### config.mk
export PLATFORM = sky130hd
export DESIGN_NAME = mcu_link_slave_flat
export DESIGN_NICKNAME = d
export VERILOG_FILES = /design/src/rtl/riscuin_mcu_pkg.sv /design/src/rtl/mcu_link_slave_if.sv /design/src/rtl/mcu_link_slave_sync.sv /design/src/rtl/mcu_link_slave.sv /design/src/flat_wrapper.sv
export SDC_FILE = /design/constraint.sdc
export NUM_CORES = 1
export LEC_CHECK = 0
export CAP_MARGIN = 20
export CORE_ASPECT_RATIO = 0.9
export CORE_MARGIN = 2
export CORE_UTILIZATION = 55
export DETAILED_ROUTE_END_ITERATION = 8
export PLACE_DENSITY = 0.91
export SYNTH_ARGS = -nofsm -noshare
export SYNTH_HDL_FRONTEND = slang
export SYNTH_HIERARCHICAL = 1
export SYNTH_SLANG_ARGS = --single-unit
### constraint.sdc
create_clock -name SYS_CLK -period 1.74 [get_ports SYS_CLK]
set_input_delay 0.348 -clock SYS_CLK [delete_from_list [all_inputs] [get_ports SYS_CLK]]
set_output_delay 0.348 -clock SYS_CLK [all_outputs]
set_load 0.01 [all_outputs]
### src/rtl/riscuin_mcu_pkg.sv
// Shared types and sizing for the MCU control link responder.
// Imported by the link interface and the link slave.
package riscuin_mcu_pkg;

   typedef enum logic [2:0] {
      ST_IDLE,
      ST_SHIFT,
      ST_HOLD,
      ST_DELIVER,
      ST_ACK
   } link_state_t;

   localparam int DEF_ADDR_W = 8;
   localparam int DEF_DATA_W = 8;

   function automatic int frame_bits(
      input int addr_w,
      input int data_w
   );
      return addr_w + data_w;
   endfunction

endpackage

### src/rtl/mcu_link_slave_if.sv
// Core-side valid/ready write channel of the MCU link.
// The master drives the frame; the slave accepts it.
interface mcu_link_slave_if
   import riscuin_mcu_pkg::*;
#(
   parameter int ADDR_W = DEF_ADDR_W,
   parameter int DATA_W = DEF_DATA_W
) ();

   logic              wr_valid;
   logic              wr_ready;
   logic [ADDR_W-1:0] wr_addr;
   logic [DATA_W-1:0] wr_data;

   modport master (
      output wr_valid,
      output wr_addr,
      output wr_data,
      input  wr_ready
   );

   modport slave (
      input  wr_valid,
      input  wr_addr,
      input  wr_data,
      output wr_ready
   );

endinterface

### src/rtl/mcu_link_slave_sync.sv
// Generic multi-stage synchronizer for one asynchronous input.
// RST_VAL is the idle level of the input it guards.
module sync_ff #(
   parameter int   STAGES  = 2,
   parameter logic RST_VAL = 1'b0
) (
   input  logic clk,
   input  logic rst_n,
   input  logic d,
   output logic q
);

   logic [STAGES-1:0] sr;

   always_ff @(posedge clk or negedge rst_n) begin
      if (!rst_n) sr <= {STAGES{RST_VAL}};
      else        sr <= {sr[STAGES-2:0], d};
   end

   assign q = sr[STAGES-1];

endmodule

### src/rtl/mcu_link_slave.sv
// SPI mode-0 write-frame receiver with valid/ready delivery
// and a four-phase REQ/ACK close-out toward the MCU.
module mcu_link_slave
   import riscuin_mcu_pkg::*;
#(
   parameter int ADDR_W      = DEF_ADDR_W,
   parameter int DATA_W      = DEF_DATA_W,
   parameter int SYNC_STAGES = 2
) (
   input  logic SYS_CLK,
   input  logic SYS_RSTn,
   input  logic MCU_SPI_SCLK,
   input  logic MCU_SPI_CS,
   input  logic MCU_SPI_MOSI,
   input  logic MCU_REQ,
   output logic MCU_ACK,
   output logic frame_err,
   mcu_link_slave_if.master wr
);

   localparam int FB = frame_bits(ADDR_W, DATA_W);
   localparam int CW = $clog2(FB + 2);

   logic cs_s, sclk_s, mosi_s, req_s;
   logic cs_d, sclk_d;
   logic cs_fall, cs_rise, sclk_rise;

   link_state_t state, state_n;

   logic [FB-1:0]     shreg;
   logic [CW-1:0]     cnt;
   logic [ADDR_W-1:0] addr_q;
   logic [DATA_W-1:0] data_q;
   logic valid_q, valid_n;
   logic ack_q, ack_n;
   logic err_q, err_n;
   logic load;

   sync_ff #(.STAGES(SYNC_STAGES), .RST_VAL(1'b1)) u_sync_cs (
      .clk(SYS_CLK), .rst_n(SYS_RSTn),
      .d(MCU_SPI_CS), .q(cs_s)
   );

   sync_ff #(.STAGES(SYNC_STAGES), .RST_VAL(1'b0)) u_sync_sclk (
      .clk(SYS_CLK), .rst_n(SYS_RSTn),
      .d(MCU_SPI_SCLK), .q(sclk_s)
   );

   sync_ff #(.STAGES(SYNC_STAGES), .RST_VAL(1'b0)) u_sync_mosi (
      .clk(SYS_CLK), .rst_n(SYS_RSTn),
      .d(MCU_SPI_MOSI), .q(mosi_s)
   );

   sync_ff #(.STAGES(SYNC_STAGES), .RST_VAL(1'b0)) u_sync_req (
      .clk(SYS_CLK), .rst_n(SYS_RSTn),
      .d(MCU_REQ), .q(req_s)
   );

   always_ff @(posedge SYS_CLK or negedge SYS_RSTn) begin
      if (!SYS_RSTn) begin
         cs_d   <= 1'b1;
         sclk_d <= 1'b0;
      end else begin
         cs_d   <= cs_s;
         sclk_d <= sclk_s;
      end
   end

   assign cs_fall   = cs_d & ~cs_s;
   assign cs_rise   = ~cs_d & cs_s;
   assign sclk_rise = ~sclk_d & sclk_s;

   // Only a frame accepted from IDLE is shifted; busy frames are dropped.
   always_ff @(posedge SYS_CLK or negedge SYS_RSTn) begin
      if (!SYS_RSTn) begin
         shreg <= '0;
         cnt   <= '0;
      end else if (state == ST_IDLE && cs_fall) begin
         cnt <= '0;
      end else if (state == ST_SHIFT && !cs_s && sclk_rise) begin
         shreg <= {shreg[FB-2:0], mosi_s};
         if (cnt != CW'(FB + 1)) cnt <= cnt + 1'b1;
      end
   end

   always_ff @(posedge SYS_CLK or negedge SYS_RSTn) begin
      if (!SYS_RSTn) state <= ST_IDLE;
      else           state <= state_n;
   end

   always_comb begin
      state_n = state;
      valid_n = valid_q;
      ack_n   = ack_q;
      err_n   = 1'b0;
      load    = 1'b0;
      unique case (state)
         ST_IDLE: begin
            if (cs_fall) state_n = ST_SHIFT;
         end
         ST_SHIFT: begin
            if (cs_rise) begin
               if (cnt == CW'(FB)) begin
                  state_n = ST_HOLD;
                  load    = 1'b1;
               end else begin
                  state_n = ST_IDLE;
                  err_n   = 1'b1;
               end
            end
         end
         ST_HOLD: begin
            if (req_s) begin
               state_n = ST_DELIVER;
               valid_n = 1'b1;
            end
         end
         ST_DELIVER: begin
            if (valid_q && wr.wr_ready) begin
               state_n = ST_ACK;
               valid_n = 1'b0;
               ack_n   = 1'b1;
            end
         end
         ST_ACK: begin
            if (!req_s) begin
               state_n = ST_IDLE;
               ack_n   = 1'b0;
            end
         end
         default: state_n = ST_IDLE;
      endcase
      if (cs_fall &&
          (state == ST_HOLD ||
           state == ST_DELIVER ||
           state == ST_ACK))
         err_n = 1'b1;
   end

   always_ff @(posedge SYS_CLK or negedge SYS_RSTn) begin
      if (!SYS_RSTn) begin
         valid_q <= 1'b0;
         ack_q   <= 1'b0;
         err_q   <= 1'b0;
         addr_q  <= '0;
         data_q  <= '0;
      end else begin
         valid_q <= valid_n;
         ack_q   <= ack_n;
         err_q   <= err_n;
         if (load) begin
            addr_q <= shreg[FB-1 -: ADDR_W];
            data_q <= shreg[DATA_W-1:0];
         end
      end
   end

   assign wr.wr_valid = valid_q;
   assign wr.wr_addr  = addr_q;
   assign wr.wr_data  = data_q;
   assign MCU_ACK     = ack_q;
   assign frame_err   = err_q;

endmodule

### src/flat_wrapper.sv
// flat-port wrapper written by rule: the top's interface ports become plain ports
module mcu_link_slave_flat import riscuin_mcu_pkg::*;
#(
   parameter int ADDR_W      = DEF_ADDR_W,
   parameter int DATA_W      = DEF_DATA_W,
   parameter int SYNC_STAGES = 2
)
  (SYS_CLK, SYS_RSTn, MCU_SPI_SCLK, MCU_SPI_CS, MCU_SPI_MOSI, MCU_REQ, MCU_ACK, frame_err, wr_wr_valid, wr_wr_addr, wr_wr_data, wr_wr_ready);
  mcu_link_slave_if #(.ADDR_W(ADDR_W), .DATA_W(DATA_W)) wr_i ();
  input  logic SYS_CLK;
  input  logic SYS_RSTn;
  input  logic MCU_SPI_SCLK;
  input  logic MCU_SPI_CS;
  input  logic MCU_SPI_MOSI;
  input  logic MCU_REQ;
  output logic MCU_ACK;
  output logic frame_err;
  output wire logic [$bits(wr_i.wr_valid)-1:0] wr_wr_valid;
  output wire logic [$bits(wr_i.wr_addr)-1:0] wr_wr_addr;
  output wire logic [$bits(wr_i.wr_data)-1:0] wr_wr_data;
  input wire logic [$bits(wr_i.wr_ready)-1:0] wr_wr_ready;
  assign wr_wr_valid = wr_i.wr_valid;
  assign wr_wr_addr = wr_i.wr_addr;
  assign wr_wr_data = wr_i.wr_data;
  assign wr_i.wr_ready = wr_wr_ready;
  mcu_link_slave #(.ADDR_W(ADDR_W), .DATA_W(DATA_W), .SYNC_STAGES(SYNC_STAGES)) u_core (.SYS_CLK(SYS_CLK), .SYS_RSTn(SYS_RSTn), .MCU_SPI_SCLK(MCU_SPI_SCLK), .MCU_SPI_CS(MCU_SPI_CS), .MCU_SPI_MOSI(MCU_SPI_MOSI), .MCU_REQ(MCU_REQ), .MCU_ACK(MCU_ACK), .frame_err(frame_err), .wr(wr_i));
endmodule
* Word-level counts from Yosys, hierarchy flattened
Index checks and enable logic that the tools add are counted.
W data, S select, Z words.
** Storage, ports and cells
- Register bits :: 53
- Logic and storage cells :: 74
- Input bits :: 7
- Output and inout bits :: 19
** Operators by class
- Bitwise operators :: 7
- Eq/ne operators :: 11
- Reductions and logical operators :: 18
- Multiplexer cells :: 23
- Add/subtract/negate cells :: 1
** Operators by type and width (number)
- $mux W3 :: 5
- $mux W5 :: 3
- $pmux W3 S5 :: 1
- $mux W1 :: 11
- $reduce_bool A2 Y1 :: 4
- $eq A3 B2 Y1 const B :: 2
- $ne A2 B1 Y1 const B :: 3
- $reduce_and A3 Y1 :: 2
- $add A5 B1 Y5 const B :: 1
- $eq A5 B5 Y1 const B :: 1
- $logic_and A1 B1 Y1 :: 5
- $ne A5 B5 Y1 const B :: 1
- $reduce_and A5 Y1 :: 1
- $ne A2 B2 Y1 const B :: 2
- $not A1 Y1 :: 4
- $pmux W1 S2 :: 2
- $reduce_and A2 Y1 :: 2
- $and A1 B1 Y1 :: 3
- $eq A3 B1 Y1 const B :: 1
- $eq A3 B3 Y1 const B :: 1
- $logic_not A3 Y1 :: 1
- $logic_or A1 B1 Y1 :: 2
- $mux W2 :: 1
- $logic_not A1 Y1 :: 1

* Logic depth before layout (Yosys ltp)
- Word-level depth :: 5
- Gate-level depth with buffers :: 6
- Depth with buffers taken out :: 5

* By module
Netlist, hierarchy kept.
** By module, submodules not included
- mcu_link_slave :: cells each 141, instances 1, area an instance 2038.2 um^2, seq. area each 1127.3 um^2
- sync_ff (u_core.u_sync_mosi ...) :: cells each 2, instances 3, area an instance 50.0 um^2, seq. area each 50.0 um^2
- sync_ff (u_core.u_sync_cs) :: cells each 2, instances 1, area an instance 52.6 um^2, seq. area each 52.6 um^2

* Least setup slack after synthesis
Ideal clock, no wire load.
- Path type :: register to register
- Start :: register u_core.u_sync_cs.sr[1]
- End :: register u_core.addr_q[0] (netlist: u_core/wr.wr_addr[0])
- Data required time :: 1.615 ns
- Path slack :: 0.171 ns
- Path buffers :: 1
- Library setup time :: 0.125 ns
- Clock period less this slack :: 1.569 ns
- Stages on the path, launching flop included :: 5
- Arrival time :: 1.444 ns
- Cells stage by stage :: dfstp_2 nor3b_2 nand3_4 buf_6 mux2_4
** Between the ends
- Word-level cells in the longest chain between the ends :: 3
** RTL lines
- from (decl) :: line mcu_link_slave_sync.sv:13 : logic [STAGES-1:0] sr;
- from (signal assigned) :: line mcu_link_slave_sync.sv:16 : if (!rst_n) sr <= {STAGES{RST_VAL}};
- from (signal assigned) :: line mcu_link_slave_sync.sv:17 : else sr <= {sr[STAGES-2:0], d};
- $and A1 B1 Y1 :: line mcu_link_slave.sv:70 : assign cs_rise = ~cs_d & cs_s;
- $mux W1 :: line mcu_link_slave.sv:102 : if (cs_rise) begin
- $mux W1 :: line mcu_link_slave.sv:97 : unique case (state)
- to (signal assigned) :: line mcu_link_slave.sv:152 : addr_q <= shreg[FB-1 -: ADDR_W];
- to (decl) :: line mcu_link_slave.sv:32 : logic [ADDR_W-1:0] addr_q;
No other way between the ends.
A chain may end at the register's enable or synchronous reset.

* Worst setup path in the final report
- Start :: register u_core.valid_q (netlist: u_core/wr.wr_valid)
- End :: output port wr_wr_valid
** RTL lines
- from (decl) :: line mcu_link_slave.sv:34 : logic valid_q, valid_n;
- from (signal assigned) :: line mcu_link_slave.sv:148 : valid_q <= valid_n;
- to (decl) :: line flat_wrapper.sv:18 : output wire logic [$bits(wr_i.wr_valid)-1:0] wr_wr_valid;
No word-level cell between the ends.

==> run_results.csv <==
group,metric,value,unit
setup_path,endpoint,"wr_wr_valid",
floorplan,initial_utilization,0.5882,
drt,routed_wl,4026,um
power,power_density,907.3,nW/um2
yosys,seq_area_frac_synth,0.5935,
setup_path,crit_type,"reg -> out",
timing,slew_headroom,0.6789,
clocking,ctsHtreeMaxLevel,2,
yosys,ys_types,35,
floorplan,coreArea,3810,um2
clocking,cts_resized,0,
setup_path,rrSetupSlack,100,ps
clocking,cts_sinks,53,
timing,tns,0,ps
placement,place_area,2562,um2
setup_path,worstPathArrival,1320,ps
yosys,synth_fp_nets,159,
timing,period_share,0.9567,
timing,setup-violations-final,0,
clocking,cts-root-buf,"clkbuf_8",
placement,dp_hpwl,2761,um
hold_path,hp-start,"u_core/u_sync_req/sr[0]",
power,clkPwrFrac,0.274,
setup_path,crit_family,"buffers and inverters",
setup_path,startpoint,"u_core/wr.wr_valid",
global_routing,grt_max_degree,23,
setup_path,reg2reg_to,"u_core/wr.wr_data[1]",
power,p_switching,0.6194,mW
clocking,cts_buffers,5,
finish,fin_nets,195,
finish,drive_gt1_frac,0.3118,
global_routing,grt_pass1_vias,1391,
power,p_comb_frac,0.143,
clocking,clk_latency,310,ps
yosys,syn_area,2241,um2
clocking,clock_path_buffers,2,
global_routing,grt_pass1_wl,6727,um
setup_path,r2r_cells,6,
power,internal-power,1.811,mW
yosys,post-synth-top-area-fraction,0.5583,
floorplan,die_x,71.29,um
drt,drtPass1Iterations,4,
setup_path,cpPeakStageDelay,570,ps
yosys,syn_area_per_cell,15.04,um2
global_routing,grt_overflow,0,
power,p_total,2.431,mW
finish,layout_commonest_cell,"dfrtp_1",
timing,final-hold-violation-count,0,
clocking,cts_tree,"yes",
floorplan,rows,21,
power,switching_share,0.2549,
drt,viasPerCell,5.638,
finish,antenna_cells,0,
floorplan,fp.dieArea,4602,um2
drt,drtIter0Drc,82,
drt,drc,0,
power,power.leakage,1.335,nW
timing,timing.hold.ws,349.9,ps
placement,port_buffers,25,
setup_path,crit_path_cell_trace,"clkdlybuf4s50_1",
finish,design_area,2679,um2
finish,finish.utilization,0.7031,
finish,area_growth_syn_to_layout,19.54,%
placement,finalWeightedCongestion,0.7623,
power,ir_worst_vdd,0.6166,mV
setup_path,critPathMaxFanout,7,
timing,skew,10.56,ps
setup_path,crit_buf_inv,1,
power,pwr-share-seq,0.583,
global_routing,antenna_found_initial,0,
setup_path,end_kind,"primary output",
setup_path,critical_path_depth,1,
setup_path,cp-start-kind,"flip-flop",
drt,vias,1308,
hold_path,hold_class,"reg -> reg",
yosys,yosysWarnings,6,
floorplan,io_pins,26,
timing,fin_crit,1665,ps
floorplan,die_height,64.56,um
timing,worst_pin_slew,481.6,ps
flow_run,drv_cap,0,
status,status,"finished, final reports clean",
drt,routedWlPerCell,17.35,um
yosys,netlist.top_cell.by_area,"dfrtp_1",
setup_path,slowest_stage,"clkdlybuf4s50_1",
timing,slew_violations,0,
drt,drtAntennaViolNets,0,
global_routing,grt.total_usage,0.1925,
setup_path,crit_required,1390,ps
clocking,clk_pin_slew,90,ps
setup_path,rr_startpoint,"u_core/cnt[1]",
timing,max_freq,0.6007,GHz
yosys,ys_ff_latch,53,
yosys,synthTopCellsByArea,"dfrtp_1 (56%), mux2_4 (13%), mux2_2 (6.0%)",
timing,rsz0062_at_grt,"false",
yosys,syn_inst,149,
finish,layout_common_cells,"dfrtp_1 (50), clkdlybuf4s50_1 (24), mux2_4 (20)",
==> kinds of logic after synthesis <==
kind of cell / after synthesis / share of synthesized area
AOI/OAI and AO/OA: 20 / 0.05472
adders and majority gates: 3 / 0.01675
buffers and inverters: 13 / 0.03015
DFF: 53 / 0.5935
muxes: 36 / 0.2122
and+or+nand+nor: 24 / 0.09268
==> worst reg2reg max path, delay by kind of cell, from the launching register on <==
kind / cells / cell delay [ps]
flops: 1 / 390
mux: 1 / 360
buf+inv: 2 / 250
fa+ha+maj: 1 / 180
simple gates: 2 / 350
==> state kept, by name (all words and copies together) (netlist names) <==
register,cells
u_core/state,3
u_core/cnt,5
u_core/u_sync_mosi/sr,2
u_core/wr.wr_valid,1
u_core/MCU_ACK,1
u_core/u_sync_req/sr,2
u_core/shreg,16
u_core/cs_d,1
u_core/wr.wr_addr,8
u_core/frame_err,1
u_core/wr.wr_data,8
u_core/u_sync_cs/sr,2
u_core/u_sync_sclk/sr,2
u_core/sclk_d,1
==> power by group through the flow <==
stage	logic [mW]	registers, mW	clock network [mW]
floorplan	0.224	1.42	0
global placement	0.321	1.43	0
detailed placement	0.344	1.44	0
CTS	0.349	1.42	0.689
global route	0.389	1.43	0.742
finish	0.347	1.42	0.665
==> layer usage <==
metal / share of wire / up-vias / track usage
met5: 0 / - / 0
met4: 0.015 / 0 / 0.06840
met3: 0.059 / 8 / 0.05288
met2: 0.51 / 57 / 0.3206
met1: 0.42 / 643 / 0.2424
li1: - / 600 / -
==> area by class of cell <==
class,count,area [um2]
clock buffer,6,72.57
sequential,53,1330
tap,46,57.56
clock inverter,2,13.76
multi-input combinational,83,843.3
inverter,7,26.28
timing repair buffer,35,335.3
fill,235,1131
==> cell usage after synthesis <==
cell,count
nor2_1,1
mux2i_1,4
mux2_4,20
and3b_1,1
a32oi_1,1
o21bai_1,1
nand3_1,3
mux2_2,12
clkbuf_1,1
and4_1,1
ha_1,3
and3_1,2
dfrtp_1,50
nor2b_1,1
nand2_4,1
o211a_1,1
o22ai_1,1
a31oi_1,2
or4b_4,1
nand4_1,2
o22a_1,2
nand2_1,2
a21oi_1,1
nor3b_2,1
buf_6,2
nand3_4,1
dfstp_2,3
o21ai_0,7
inv_1,7
nor4b_4,1
o21ai_1,4
and4bb_2,1
nand2b_1,3
buf_2,3
or4bb_1,2
==> worst min path at each step <==
| stage | endpoint | depth (start not counted) |
|---|---|---|
| 3_3_place_gp | u_core/u_sync_req/sr[0] | 1 |
| 5_1_grt | u_core/u_sync_sclk/sr[1] | 0 |
| 3_5_place_dp | u_core/u_sync_req/sr[0] | 1 |
| 6_report | u_core/u_sync_req/sr[1] | 0 |
| 2_1_floorplan | u_core/MCU_ACK | 0 |
| 4_1_cts | u_core/u_sync_req/sr[1] | 0 |
==> through the flow <==
stage	worst slack, ps	cells
after floorplan	170.7	149
after global placement	76.31	222
after detailed placement	5.571	222
after CTS	3.237	231
after global routing	19.03	232
final	75.31	232
==> timing repair <==
action / 4_1_cts / 5_1_grt
hold buffers: 1 / 0
buffers inserted: 0 / 1
endpoints found under the hold margin: 18 / 0
setup endpoints to repair: 0 / 16
Note: power is estimated with default switching activity, not from simulation.
==> edit (same settings) <==
The output `frame_err` loses its register stage (`err_q` becomes a continuous assignment).
--- a/src/rtl/mcu_link_slave.sv
+++ b/src/rtl/mcu_link_slave.sv
@@ -142,5 +142,4 @@
          valid_q <= 1'b0;
          ack_q   <= 1'b0;
-         err_q   <= 1'b0;
          addr_q  <= '0;
          data_q  <= '0;
@@ -148,5 +147,4 @@
          valid_q <= valid_n;
          ack_q   <= ack_n;
-         err_q   <= err_n;
          if (load) begin
             addr_q <= shreg[FB-1 -: ADDR_W];
@@ -155,4 +153,6 @@
       end
    end
+
+   assign err_q = err_n;
 
    assign wr.wr_valid = valid_q;
Function: changed (Yosys sat finds a counterexample within 4 cycles, from zero or initial values and one cycle with SYS_RSTn low).
==> edit against the unedited design <==
Cell area rose by 3.7%. Synthesized area fell by 1.1%. The run now ends with negative setup slack left. Sequential power fell by 3%. Worst setup slack got worse by 0.44 ns. Routed wire length rose by 21%. Largest power group unchanged. Critical endpoint is now frame_err. Die area fell by 1.1%. Largest cell class unchanged. Sequential cell count fell by 1. Total power rose by 7.2%.
==> edit: results (changes against the unedited design) <==
* Worst Reg-to-Reg Cells at 6 (unchanged)
* Fin cells at 244 (+5.2%)
* Outcome: finished with violations
* VDD IR max at 0.8716 mV (+41%)
* Dpl hpwl at 3154 µm (+14%)
* Fill count at 232 (-1.3%)
* Worst Setup SP: u_core/u_sync_cs/sr[1]$_DFF_PN1_
* Initial DRT Pass Iterations at 4 (unchanged)
* Clk slew on worst S/H paths at 0.09 ns (about the same)
* Reg2reg setup slack at -0.08 ns (-0.18 ns)
* Number of buffers created by CTS at 5 (unchanged)
* Synth top area cells: dfrtp_1 55%, mux2_4 14%, mux2_2 6.1%
* Failing checks: negative setup slack
* Ant diodes at 0 (unchanged)
* FF-to-FF End: u_core/wr.wr_addr[3]$_DFFE_PN0P_
* Largest net degree at the start of global routing at 22 (-4.3%)
* Final Cell Area at 0.002779 mm² (+3.7%)
* CTS root buf: clkbuf_8
* Worst-Skew Late Latency at 0.31 ns (about the same)
* First-pass GRT wire length at 8142 µm (+21%)
* Crit Path Max Fanout at 2 (-5)
* WL/cell at 19.94 µm (+15%)
* Placed insts at 231 (+4.1%)
* Layout cells sized above 1 at 0.3737 (+0.06191)
* Actual slew at the worst max-slew pin at 0.4064 ns (-0.07515 ns)
* Final setup viols at 17 (+17)
* Worst Hold Depth at 0 (unchanged)
* Total Nets Final at 207 (+6.2%)
* Critical path's slowest cell: dfstp_2
* Cell variety after synth at 35 (unchanged)
* Clock skew at 0.009152 ns (-0.001407 ns)
* CP max stage delay at 0.53 ns (-0.04 ns)
* RD Place Congestion at 0.8386 (+10%)
* Vias at 1417 (+8.3%)
* Starting DRC count in detailed routing at 102 (+24%)
* Post-synth net total at 158 (-0.63%)
* Sequential area share after synthesis at 0.5889 (-0.004590)
* Synth top cells by count: 49 x dfrtp_1, 20 x mux2_4, 12 x mux2_2
* Number of flip-flops in the largest register at 16 (unchanged)
* LEAKAGE at 1.403 nW (+5.1%)
* Final worst slack at -0.3678 ns (-0.4431 ns)
* Total GRT Usage at 0.2414 (+0.04891)
* Port bufs at 25 (unchanged)
* Setup crit end: frame_err
* Avg Inst Size Synth at 14.97 µm² (-0.45%)
* HP Class: flip-flop to flip-flop
* Placed inst area at 0.002619 mm² (+2.2%)
* Arrival time of the worst setup path at 1.76 ns (+0.44 ns)
* Vias in the first global route at 1578 (+13%)
edit: changes by cell type after synthesis, sizes merged:
cell	unedited run	this run
dfrtp	50	49
edit: worst min path at each step:
stage / from / to / slack (ns)
2_1_floorplan: SYS_RSTn / u_core/MCU_ACK$_DFFE_PN0P_ / 0.05
3_3_place_gp: SYS_RSTn / u_core/u_sync_req/sr[0]$_DFF_PN0_ / 0.27
3_5_place_dp: SYS_RSTn / u_core/sclk_d$_DFF_PN0_ / 0.28
4_1_cts: u_core/u_sync_sclk/sr[0]$_DFF_PN0_ / u_core/u_sync_sclk/sr[1]$_DFF_PN0_ / 0.35
5_1_grt: u_core/u_sync_mosi/sr[0]$_DFF_PN0_ / u_core/u_sync_mosi/sr[1]$_DFF_PN0_ / 0.36
6_report: u_core/u_sync_sclk/sr[0]$_DFF_PN0_ / u_core/u_sync_sclk/sr[1]$_DFF_PN0_ / 0.35
edit: cell type report:
class                           instances  share of cell area
Multi-Input combinational cell         84              0.3098
Sequential cell                        52              0.4701
Clock inverter                          2             0.01261
Timing Repair Buffer                   47              0.1513
Inverter                                7            0.009455
Tap cell                               46             0.02071
Clock buffer                            6             0.02611
edit: repair_timing:
action,in CTS,in global routing
gates cloned,0,1
gates resized for setup,4,2
hold endpoints to repair,12,0
buffers inserted,2,1
hold buffers,1,0
setup endpoints to repair,17,33
pin swaps,3,3
edit: kinds of logic (layout without fill, tap and decap cells):
| group | after synthesis | in the layout | share of synthesized area |
|---|---|---|---|
| multiplexers | 36 | 36 | 0.2146 |
| adder cells (fa/ha/maj) | 3 | 3 | 0.01694 |
| buffers and inverters | 13 | 62 | 0.03049 |
| AND/OR/NAND/NOR | 24 | 25 | 0.09373 |
| flip-flops | 52 | 52 | 0.5889 |
| AO/OA/AOI/OAI | 20 | 20 | 0.05534 |
edit: worst max-delay path, delay by kind of cell, from the launching register on:
family / cells / cell delay (ns)
flops: 1 / 0.53
compound gates: 2 / 0.35
buf+inv: 1 / 0.16
simple gates: 1 / 0.41
edit: stage by stage:
step | setup slack [ns] | setup TNS, ns
2_1_floorplan | 0.01474 | 0
3_3_place_gp | -0.4400 | -0.4438
3_5_place_dp | -0.4616 | -1.114
4_1_cts | -0.3261 | -0.6488
5_1_grt | -0.4412 | -2.595
6_report | -0.3678 | -1.377
edit: power by group:
part	total, mW	switching (mW)	internal [mW]	leakage, nW
registers	1.38	0.0732	1.31	0.683
logic	0.409	0.191	0.218	0.665
clock network	0.814	0.388	0.427	0.0552
total	2.60	0.652	1.95	1.40
edit: per-layer routing:
layer  global-route usage  up-vias  routed length [µm]
li1                     -      624                   -
met1               0.2833      736                2035
met2               0.4077       42                2490
met3              0.07098       15                 199
met4               0.1132        0                 141
met5                    0        -                   0
